[src/rtl/bin2xs3_pkg.sv]
`timescale 1ns/1ps
`default_nettype none
// ============================================================================
//  Module   : bin2xs3_pkg
//  Brief    : Shared types and constants for the binary-to-excess-3 converter.
//  Revision : 1.0 - initial release
// ============================================================================
package bin2xs3_pkg;

    // Conversion controller states
    typedef enum logic [1:0] {
        IDLE  = 2'd0,
        SHIFT = 2'd1,
        ADJ   = 2'd2,
        DONE  = 2'd3
    } state_t;

    // Offset added to each BCD digit to form its excess-3 code
    localparam logic [3:0] XS3_BIAS   = 4'd3;
    // Digits at or above this value are corrected before the next doubling
    localparam logic [3:0] DABBLE_THR = 4'd5;

endpackage : bin2xs3_pkg
`default_nettype wire

[src/rtl/bin_to_xs3_seq_dabble_cell.sv]
`timescale 1ns/1ps
`default_nettype none
// ============================================================================
//  Module   : dabble_cell
//  Brief    : One-digit double-dabble correction: adds 3 when digit >= 5 so
//             that the following left shift carries correctly into the next
//             decimal digit.
//  Revision : 1.0 - initial release
// ============================================================================
module dabble_cell
    import bin2xs3_pkg::*;
(
    input  logic [3:0] i_digit,
    output logic [3:0] o_digit
);

    localparam logic [3:0] c_DABBLE_ADD = 4'd3;

    // Pure combinational correction of a single BCD digit
    always_comb begin
        o_digit = i_digit;
        if (i_digit >= DABBLE_THR) begin
            o_digit = i_digit + c_DABBLE_ADD;
        end
    end

endmodule : dabble_cell
`default_nettype wire

[src/rtl/bin_to_xs3_seq.sv]
`timescale 1ns/1ps
`default_nettype none
// ============================================================================
//  Module   : bin_to_xs3_seq
//  Brief    : Sequential IN_W-bit binary to NDIG-digit excess-3 / BCD
//             converter using shift-and-add-3, valid/ready on both sides.
//             Optional macro BIN2XS3_OVF_EN adds the out_ovf flag.
//  Revision : 1.0 - initial release
// ============================================================================
module bin_to_xs3_seq
    import bin2xs3_pkg::*;
#(
    parameter int IN_W = 8,
    parameter int NDIG = 3
) (
    input  logic                clk,
    input  logic                rst_n,
    input  logic                in_valid,
    output logic                in_ready,
    input  logic [IN_W-1:0]     in_data,
    input  logic                in_mode,
    output logic                out_valid,
    input  logic                out_ready,
`ifdef BIN2XS3_OVF_EN
    output logic                out_ovf,
`endif
    output logic [4*NDIG-1:0]   out_data
);

    localparam int c_CNT_W = $clog2(IN_W + 1);
    localparam int c_DW    = 4 * NDIG;

    state_t              r_state_q, w_state_d;
    logic [IN_W-1:0]     r_sr_q, w_sr_d;
    logic [c_DW-1:0]     r_dig_q, w_dig_d;
    logic                r_mode_q, w_mode_d;
    logic [c_CNT_W-1:0]  r_cnt_q, w_cnt_d;
    logic [c_DW-1:0]     r_out_data_q, w_out_data_d;

    logic [c_DW-1:0]     w_dig_adj;
    logic [c_DW-1:0]     w_dig_shift;
    logic [c_DW-1:0]     w_dig_xs3;

    // Per-digit add-3 correction and excess-3 biasing
    for (genvar k = 0; k < NDIG; k++) begin : g_digit
        dabble_cell u_cell (
            .i_digit (r_dig_q[4*k +: 4]),
            .o_digit (w_dig_adj[4*k +: 4])
        );
        assign w_dig_xs3[4*k +: 4] = r_dig_q[4*k +: 4] + XS3_BIAS;
    end

    // Bit leaving the top digit is dropped: result wraps modulo 10^NDIG
    assign w_dig_shift = (w_dig_adj << 1) | {{(c_DW-1){1'b0}}, r_sr_q[IN_W-1]};

    // State register
    always_ff @(posedge clk or negedge rst_n) begin
        if (!rst_n) begin
            r_state_q <= IDLE;
        end else begin
            r_state_q <= w_state_d;
        end
    end

    // Next-state logic
    always_comb begin
        w_state_d = r_state_q;
        case (r_state_q)
            IDLE:    if (in_valid)             w_state_d = SHIFT;
            SHIFT:   if (r_cnt_q <= c_CNT_W'(1)) w_state_d = ADJ;
            ADJ:                               w_state_d = DONE;
            DONE:    if (out_ready)            w_state_d = IDLE;
            default:                           w_state_d = IDLE;
        endcase
    end

    // Handshake outputs decoded from the registered state only
    always_comb begin
        in_ready  = (r_state_q == IDLE);
        out_valid = (r_state_q == DONE);
        out_data  = r_out_data_q;
    end

    // Datapath next values: load, shift-and-add, final mode encoding
    always_comb begin
        w_sr_d       = r_sr_q;
        w_dig_d      = r_dig_q;
        w_mode_d     = r_mode_q;
        w_cnt_d      = r_cnt_q;
        w_out_data_d = r_out_data_q;
        case (r_state_q)
            IDLE: begin
                if (in_valid) begin
                    w_sr_d   = in_data;
                    w_dig_d  = '0;
                    w_mode_d = in_mode;
                    w_cnt_d  = c_CNT_W'(IN_W);
                end
            end
            SHIFT: begin
                w_sr_d  = r_sr_q << 1;
                w_dig_d = w_dig_shift;
                w_cnt_d = r_cnt_q - c_CNT_W'(1);
            end
            ADJ: begin
                // Digits never exceed 9, so biasing cannot carry between digits
                w_out_data_d = r_mode_q ? w_dig_xs3 : r_dig_q;
            end
            default: ;
        endcase
    end

    // Datapath registers
    always_ff @(posedge clk or negedge rst_n) begin
        if (!rst_n) begin
            r_sr_q       <= '0;
            r_dig_q      <= '0;
            r_mode_q     <= 1'b0;
            r_cnt_q      <= '0;
            r_out_data_q <= '0;
        end else begin
            r_sr_q       <= w_sr_d;
            r_dig_q      <= w_dig_d;
            r_mode_q     <= w_mode_d;
            r_cnt_q      <= w_cnt_d;
            r_out_data_q <= w_out_data_d;
        end
    end

`ifdef BIN2XS3_OVF_EN
    logic r_ovf_q, w_ovf_d;

    // Sticky overflow: any 1 shifted out of the top digit during a conversion
    always_comb begin
        w_ovf_d = r_ovf_q;
        if (r_state_q == IDLE && in_valid) begin
            w_ovf_d = 1'b0;
        end else if (r_state_q == SHIFT && w_dig_adj[c_DW-1]) begin
            w_ovf_d = 1'b1;
        end
    end

    // Overflow flag register
    always_ff @(posedge clk or negedge rst_n) begin
        if (!rst_n) begin
            r_ovf_q <= 1'b0;
        end else begin
            r_ovf_q <= w_ovf_d;
        end
    end

    assign out_ovf = r_ovf_q;
`endif

endmodule : bin_to_xs3_seq
`default_nettype wire

[config.mk]
export PLATFORM = sky130hd
export DESIGN_NAME = bin_to_xs3_seq
export DESIGN_NICKNAME = d
export VERILOG_FILES = /design/src/rtl/bin2xs3_pkg.sv /design/src/rtl/bin_to_xs3_seq_dabble_cell.sv /design/src/rtl/bin_to_xs3_seq.sv
export SDC_FILE = /design/constraint.sdc
export NUM_CORES = 1
export LEC_CHECK = 0
export BUFFER_PORTS_ARGS = -buffer_cell sky130_fd_sc_hd__clkbuf_2
export CORE_MARGIN = 2
export CORE_UTILIZATION = 45
export DETAILED_ROUTE_END_ITERATION = 8
export GPL_TIMING_DRIVEN = 0
export PLACE_DENSITY = 0.69
export SYNTH_ARGS = -nofsm -noshare
export SYNTH_HDL_FRONTEND = slang
export SYNTH_SLANG_ARGS = --single-unit
[constraint.sdc]
create_clock -name clk -period 3.13 [get_ports clk]
set_input_delay 0.313 -clock clk [delete_from_list [all_inputs] [get_ports clk]]
set_output_delay 0.313 -clock clk [all_outputs]
set_load 0.005 [all_outputs]
Word level (Yosys, flattened, before mapping)

Index checks and enable logic that the tools add are counted.

Bits in writable memories: 0
Memories: 0
Bits in read-only memories: 0
Input port bits: 13
Flip-flop bits (word level): 39
Bits in latches: 0

Shift-type cells: 0
$mul: 0
$lt $le $gt $ge: 4
$add $sub $neg: 4
Divide/modulo/power cells: 0
Bitwise logic cells: 1
Reduce and logical (&&, ||, !) cells: 5
Equal/unequal tests: 6
Mux-type cells: 14

Operators by type and width:

| cell                | count |
|---|---|
| $mux 12             | 2 |
| $pmux 12 s2         | 1 |
| $pmux 8 s2          | 1 |
| $add 4x2->4 const B | 3 |
| $ge 4x3->1 const B  | 3 |
| $mux 4              | 3 |
| $or 12x1->12        | 1 |
| $mux 8              | 1 |
| $pmux 2 s4          | 1 |
| $pmux 4 s2          | 1 |
| $mux 2              | 3 |
| $eq 2x2->1 const B  | 2 |
| $le 4x1->1 const B  | 1 |
| $ne 2x2->1 const B  | 2 |
| $reduce_and 2->1    | 2 |
| $sub 4x1->4 const B | 1 |
| $mux 3              | 1 |
| $reduce_and 3->1    | 1 |
| $eq 2x1->1 const B  | 1 |
| $logic_not 2->1     | 1 |
| $ne 2x1->1 const B  | 1 |
| $reduce_bool 2->1   | 1 |

Logic depth before layout (Yosys ltp)

Depth in word-level cells: 4
Mapped depth: 7

Cells and area by module

A second synthesis with hierarchy kept.

Cells, all modules: 228
Area, all modules: 2250.9 um^2

By module, submodules not included:

| module         | cells an instance | times used | seq. area each (um^2) | area an instance (um^2) |
|---|---|---|---|---|
| bin_to_xs3_seq | 180               | 1          | 975.9                 | 1946.9 |
| dabble_cell    | 16                | 3          | 0.0                   | 101.3 |

Least setup slack after synthesis

OpenSTA, ideal clock, no wires.

Kind: register to register
Start: register r_dig_q[4]
End: register r_dig_q[6]
Period minus slack after synthesis: 1562 ps
Arrival time: 1480 ps
Slack: 1568 ps
Library setup time: 83 ps
Buffers on the path: 0
Cell stages (with the launch flop): 7
Required time: 3047 ps
Cells stage by stage: dfrtp_1 -> inv_1 -> ha_1 -> nand2b_1 -> a21oi_1 -> mux2_2 -> o21ai_0

Longest elaborated chain between the ends: 4
Elaborated cells on any way between the ends: 5

RTL lines:

| item                                             | line                                                               | RTL |
|---|---|---|
| from (decl)                                      | bin_to_xs3_seq.sv:35                                               | `logic [c_DW-1:0] r_dig_q, w_dig_d;` |
| from (signal assigned)                           | bin_to_xs3_seq.sv:123                                              | `r_dig_q <= w_dig_d;` |
| $add 4x2->4 / $ge 4x3->1 (equally long branches) | bin_to_xs3_seq_dabble_cell.sv:23, bin_to_xs3_seq_dabble_cell.sv:22 |  |
| $mux 4 *                                         | bin_to_xs3_seq_dabble_cell.sv:22                                   | `if (i_digit >= DABBLE_THR) begin` |
| $or 12x1->12 *                                   | bin_to_xs3_seq.sv:54                                               | `assign w_dig_shift = (w_dig_adj << 1) \| {{(c_DW-1){1'b0}}, r_sr_q[IN_W-1]};` |
| $pmux 12 s2 *                                    | bin_to_xs3_seq.sv:91                                               | `case (r_state_q)` |

Mark *: on every way between the ends. The rest lies on a longest branch, timed or not.
A chain may end at the register's enable or synchronous reset.

Worst setup path after layout

Start: register r_state_q[0]
End: register r_out_data_q[1], in the netlist out_data[1]

Longest elaborated chain between the ends: 1

RTL lines:

| item                   | line                  | RTL |
|---|---|---|
| from (decl)            | bin_to_xs3_seq.sv:33  | `state_t r_state_q, w_state_d;` |
| from (signal assigned) | bin_to_xs3_seq.sv:61  | `r_state_q <= w_state_d;` |
| $eq 2x2->1             | bin_to_xs3_seq.sv:91  |  |
| to (signal assigned)   | bin_to_xs3_seq.sv:126 | `r_out_data_q <= w_out_data_d;` |
| to (decl)              | bin_to_xs3_seq.sv:38  | `logic [c_DW-1:0] r_out_data_q, w_out_data_d;` |

No other way between the ends.

==> flow_metrics.py <==
metrics = {
    "grt": {
        "top_usage_layer": "met2",
        "use_met2": 0.296,
        "antenna_found_initial": 0,
        "globalRouteOverflowTotal": 0,
        "grt_use_met1": 0.237,
        "grt_pass1_vias": 1564,
        "use_met3": 0.0431,
        "gr-usage-all-layers": 0.180,
        "grt_first_pass_wirelength_um": 7250,
        "grt_max_degree": 40,
    },
    "worst_setup_path": {
        "start_kind": "register",
        "critPathRequiredTime_ps": 3310,
        "critPathKind": "register to register",
        "cp_max_fo": 10,
        "critPathCaptureType": "register",
        "crit_arrival_ps": 1980,
    },
    "synthesis": {
        "netlist_top_cells_area": "dfrtp_1 (47%), ha_1 (7.8%), a21oi_1 (5.2%)",
        "synth_top_cells_by_count": "dfrtp_1 (39), a21oi_1 (22), nand2_1 (17), o21ai_0 (17), nor2_1 (16)",
        "synth.largest_area_cell": "dfrtp_1",
        "ys_async_sr_fraction": 1.00,
        "synth_seq_cells": 39,
        "yosysSeqAreaShare": 0.465,
        "synth_top_area_frac": 0.465,
        "synth_edf_count": 0,
        "yosysWarnings": 0,
        "ys_types": 39,
        "synth_ff_type": "dfrtp_1",
        "netlist_instances": 214,
        "yosysMostFrequentCell": "dfrtp_1",
        "avgSynthCellArea_um2": 9.80,
        "synth_area_um2": 2100,
        "syn_nets": 240,
    },
    "die": {
        "dieArea_um2": 5230,
        "top_level_ports": 27,
        "die_h_um": 72.3,
        "die_x_um": 72.3,
        "core-area_um2": 4410,
        "rows": 24,
        "initial_core_util": 0.475,
    },
    "sta": {
        "tns_ps": 0,
        "skew_ps": 7.65,
        "maxSlewViolCount": 0,
        "setup_violations": 0,
        "fmaxAchievable_mhz": 554,
        "worstMarginPinSlew_ps": 950,
        "slew_headroom": 0.367,
        "hold_viol": 0,
        "fin_crit_sh": 0.576,
        "fin_crit_ps": 1800,
        "rsz0062_at_grt": "false",
    },
    "clock_network": {
        "ctsRootBufferMaster": "clkbuf_8",
        "cts_max_path_buffers": 2,
        "clock-sinks": 39,
        "numCtsBuffers": 5,
        "post_cts_buffers": 0,
        "cts_resized": 0,
        "insertion_delay_ps": 300,
        "cts_tree": "built",
        "clkTransAtPathRegs_ps": 80,
        "h-tree-depth": 2,
        "hold_buffers": 0,
    },
    "detailed_routing": {
        "wire_per_inst_um": 13.8,
        "vias_per_cell": 5.32,
        "vias": 1596,
        "ant_nets": 0,
        "drt_first_pass_iters": 4,
        "drc_errors": 0,
        "drt_iter0_drc": 88,
        "wirelength_um": 4150,
    },
    "worst_hold_path": {
        "worst_hold_path_type": "input port to asynchronous set/reset pin",
    },
    "layout": {
        "drive_above_1_share": 0.222,
        "fin_nets": 273,
        "synthToLayoutAreaGrowth_pct": 14.9,
        "utilization": 0.546,
        "diodes": 0,
    },
    "power_and_ir_drop": {
        "irDropWorstVdd_v": 0.000556,
        "leakage_uw": 0.00107,
        "p_per_area_nw_per_um2": 1000,
    },
    "run": {
        "drv_cap": 0,
    },
    "place": {
        "gp_congestion": 0.783,
        "portBuffers": 26,
        "dp_hpwl_um": 2920,
    },
    "outcome": {
        "status": "finished clean",
    },
}
## where the power goes
part	internal, uW	total [uW]	switching [uW]
Combinational	502	1110	610
Sequential	713	869	156
Clock	258	437	179
Total	1470	2420	945
## per-stage QoR
stage	power, uW	hold slack (ps)	setup WS [ps]	cells	cell area [um^2]
after floorplan	1680	17.4	1570	214	2100
after global placement	1980	475	1300	292	2290
after detailed placement	2010	486	1300	292	2290
after CTS	2450	200	1290	300	2410
after global routing	2640	253	1170	300	2410
final	2420	153	1330	300	2410
## state kept, by name, summed over array words and instances (netlist names)
name       cells
r_state_q      2
r_dig_q       12
r_cnt_q        4
r_sr_q         8
r_mode_q       1
out_data      12
## worst paths after layout
path | from | cells after the start | to | slack (ps)
min in group clk | in_mode | 2 | r_mode_q$_DFFE_PN0P_ | 260
setup reg to reg | r_state_q[0]$_DFFE_PN0P_ | 4 | out_data[1]$_DFFE_PN0P_ | 1330
max in group asynchronous | rst_n | 1 | r_state_q[0]$_DFFE_PN0P_ | 2390
hold reg to reg | r_sr_q[6]$_DFFE_PN0P_ | 2 | r_sr_q[6]$_DFFE_PN0P_ | 500
hold / removal | rst_n | 1 | out_data[5]$_DFFE_PN0P_ | 150
setup / recovery | r_state_q[0]$_DFFE_PN0P_ | 4 | out_data[1]$_DFFE_PN0P_ | 1330
## logic make-up after synthesis
group / share of synthesized area
muxes: 0.0572
adders and majority gates: 0.0775
AOI/OAI and AO/OA: 0.177
DFF: 0.465
xor gates and xnor gates: 0.0584
buffers and inverters: 0.0549
and+or+nand+nor: 0.110
## worst max-delay path: stages, from the launching register on
cell	delay, ps
dfrtp_1	400
inv_1	130
ha_1	300
buf_1	460
mux2_2	400
## final cells by class
cell class | instances | area [um^2]
clock inverters | 2 | 35.0
repair buffers | 26 | 130
multi-input cells | 151 | 1010
well taps | 52 | 65.1
flip-flops and latches | 39 | 976
plain buffers | 10 | 62.6
fillers | 412 | 2000
clock buffers | 6 | 82.6
inverters | 14 | 52.6
## cell usage in the layout, fill, tap and decap left out, types with 2 or more instances in the layout
cell | Yosys | routed
dfrtp_1 | 39 | 39
clkbuf_2 | 2 | 28
a21oi_1 | 22 | 22
nand2_1 | 17 | 17
o21ai_0 | 17 | 17
nor2_1 | 16 | 16
inv_1 | 13 | 13
ha_1 | 13 | 13
xnor2_1 | 9 | 9
o22ai_1 | 9 | 9
mux2_2 | 8 | 8
clkbuf_8 | 0 | 6
xor2_1 | 5 | 5
o211ai_1 | 3 | 3
nor2b_1 | 3 | 3
buf_2 | 3 | 3
nand3_1 | 3 | 3
nand2b_1 | 3 | 3
mux2i_1 | 3 | 3
buf_6 | 2 | 2
nor3_1 | 2 | 2
o31ai_1 | 2 | 2
nor3b_1 | 2 | 2
a31oi_1 | 2 | 2
## routing by layer
metal / vias to the layer above / share of wire
li1: 806 / -
met1: 743 / 0.46
met2: 43 / 0.48
met3: 4 / 0.051
met4: 0 / 0.0084
met5: - / 0
No activity file was read; power rests on OpenSTA's default activity.
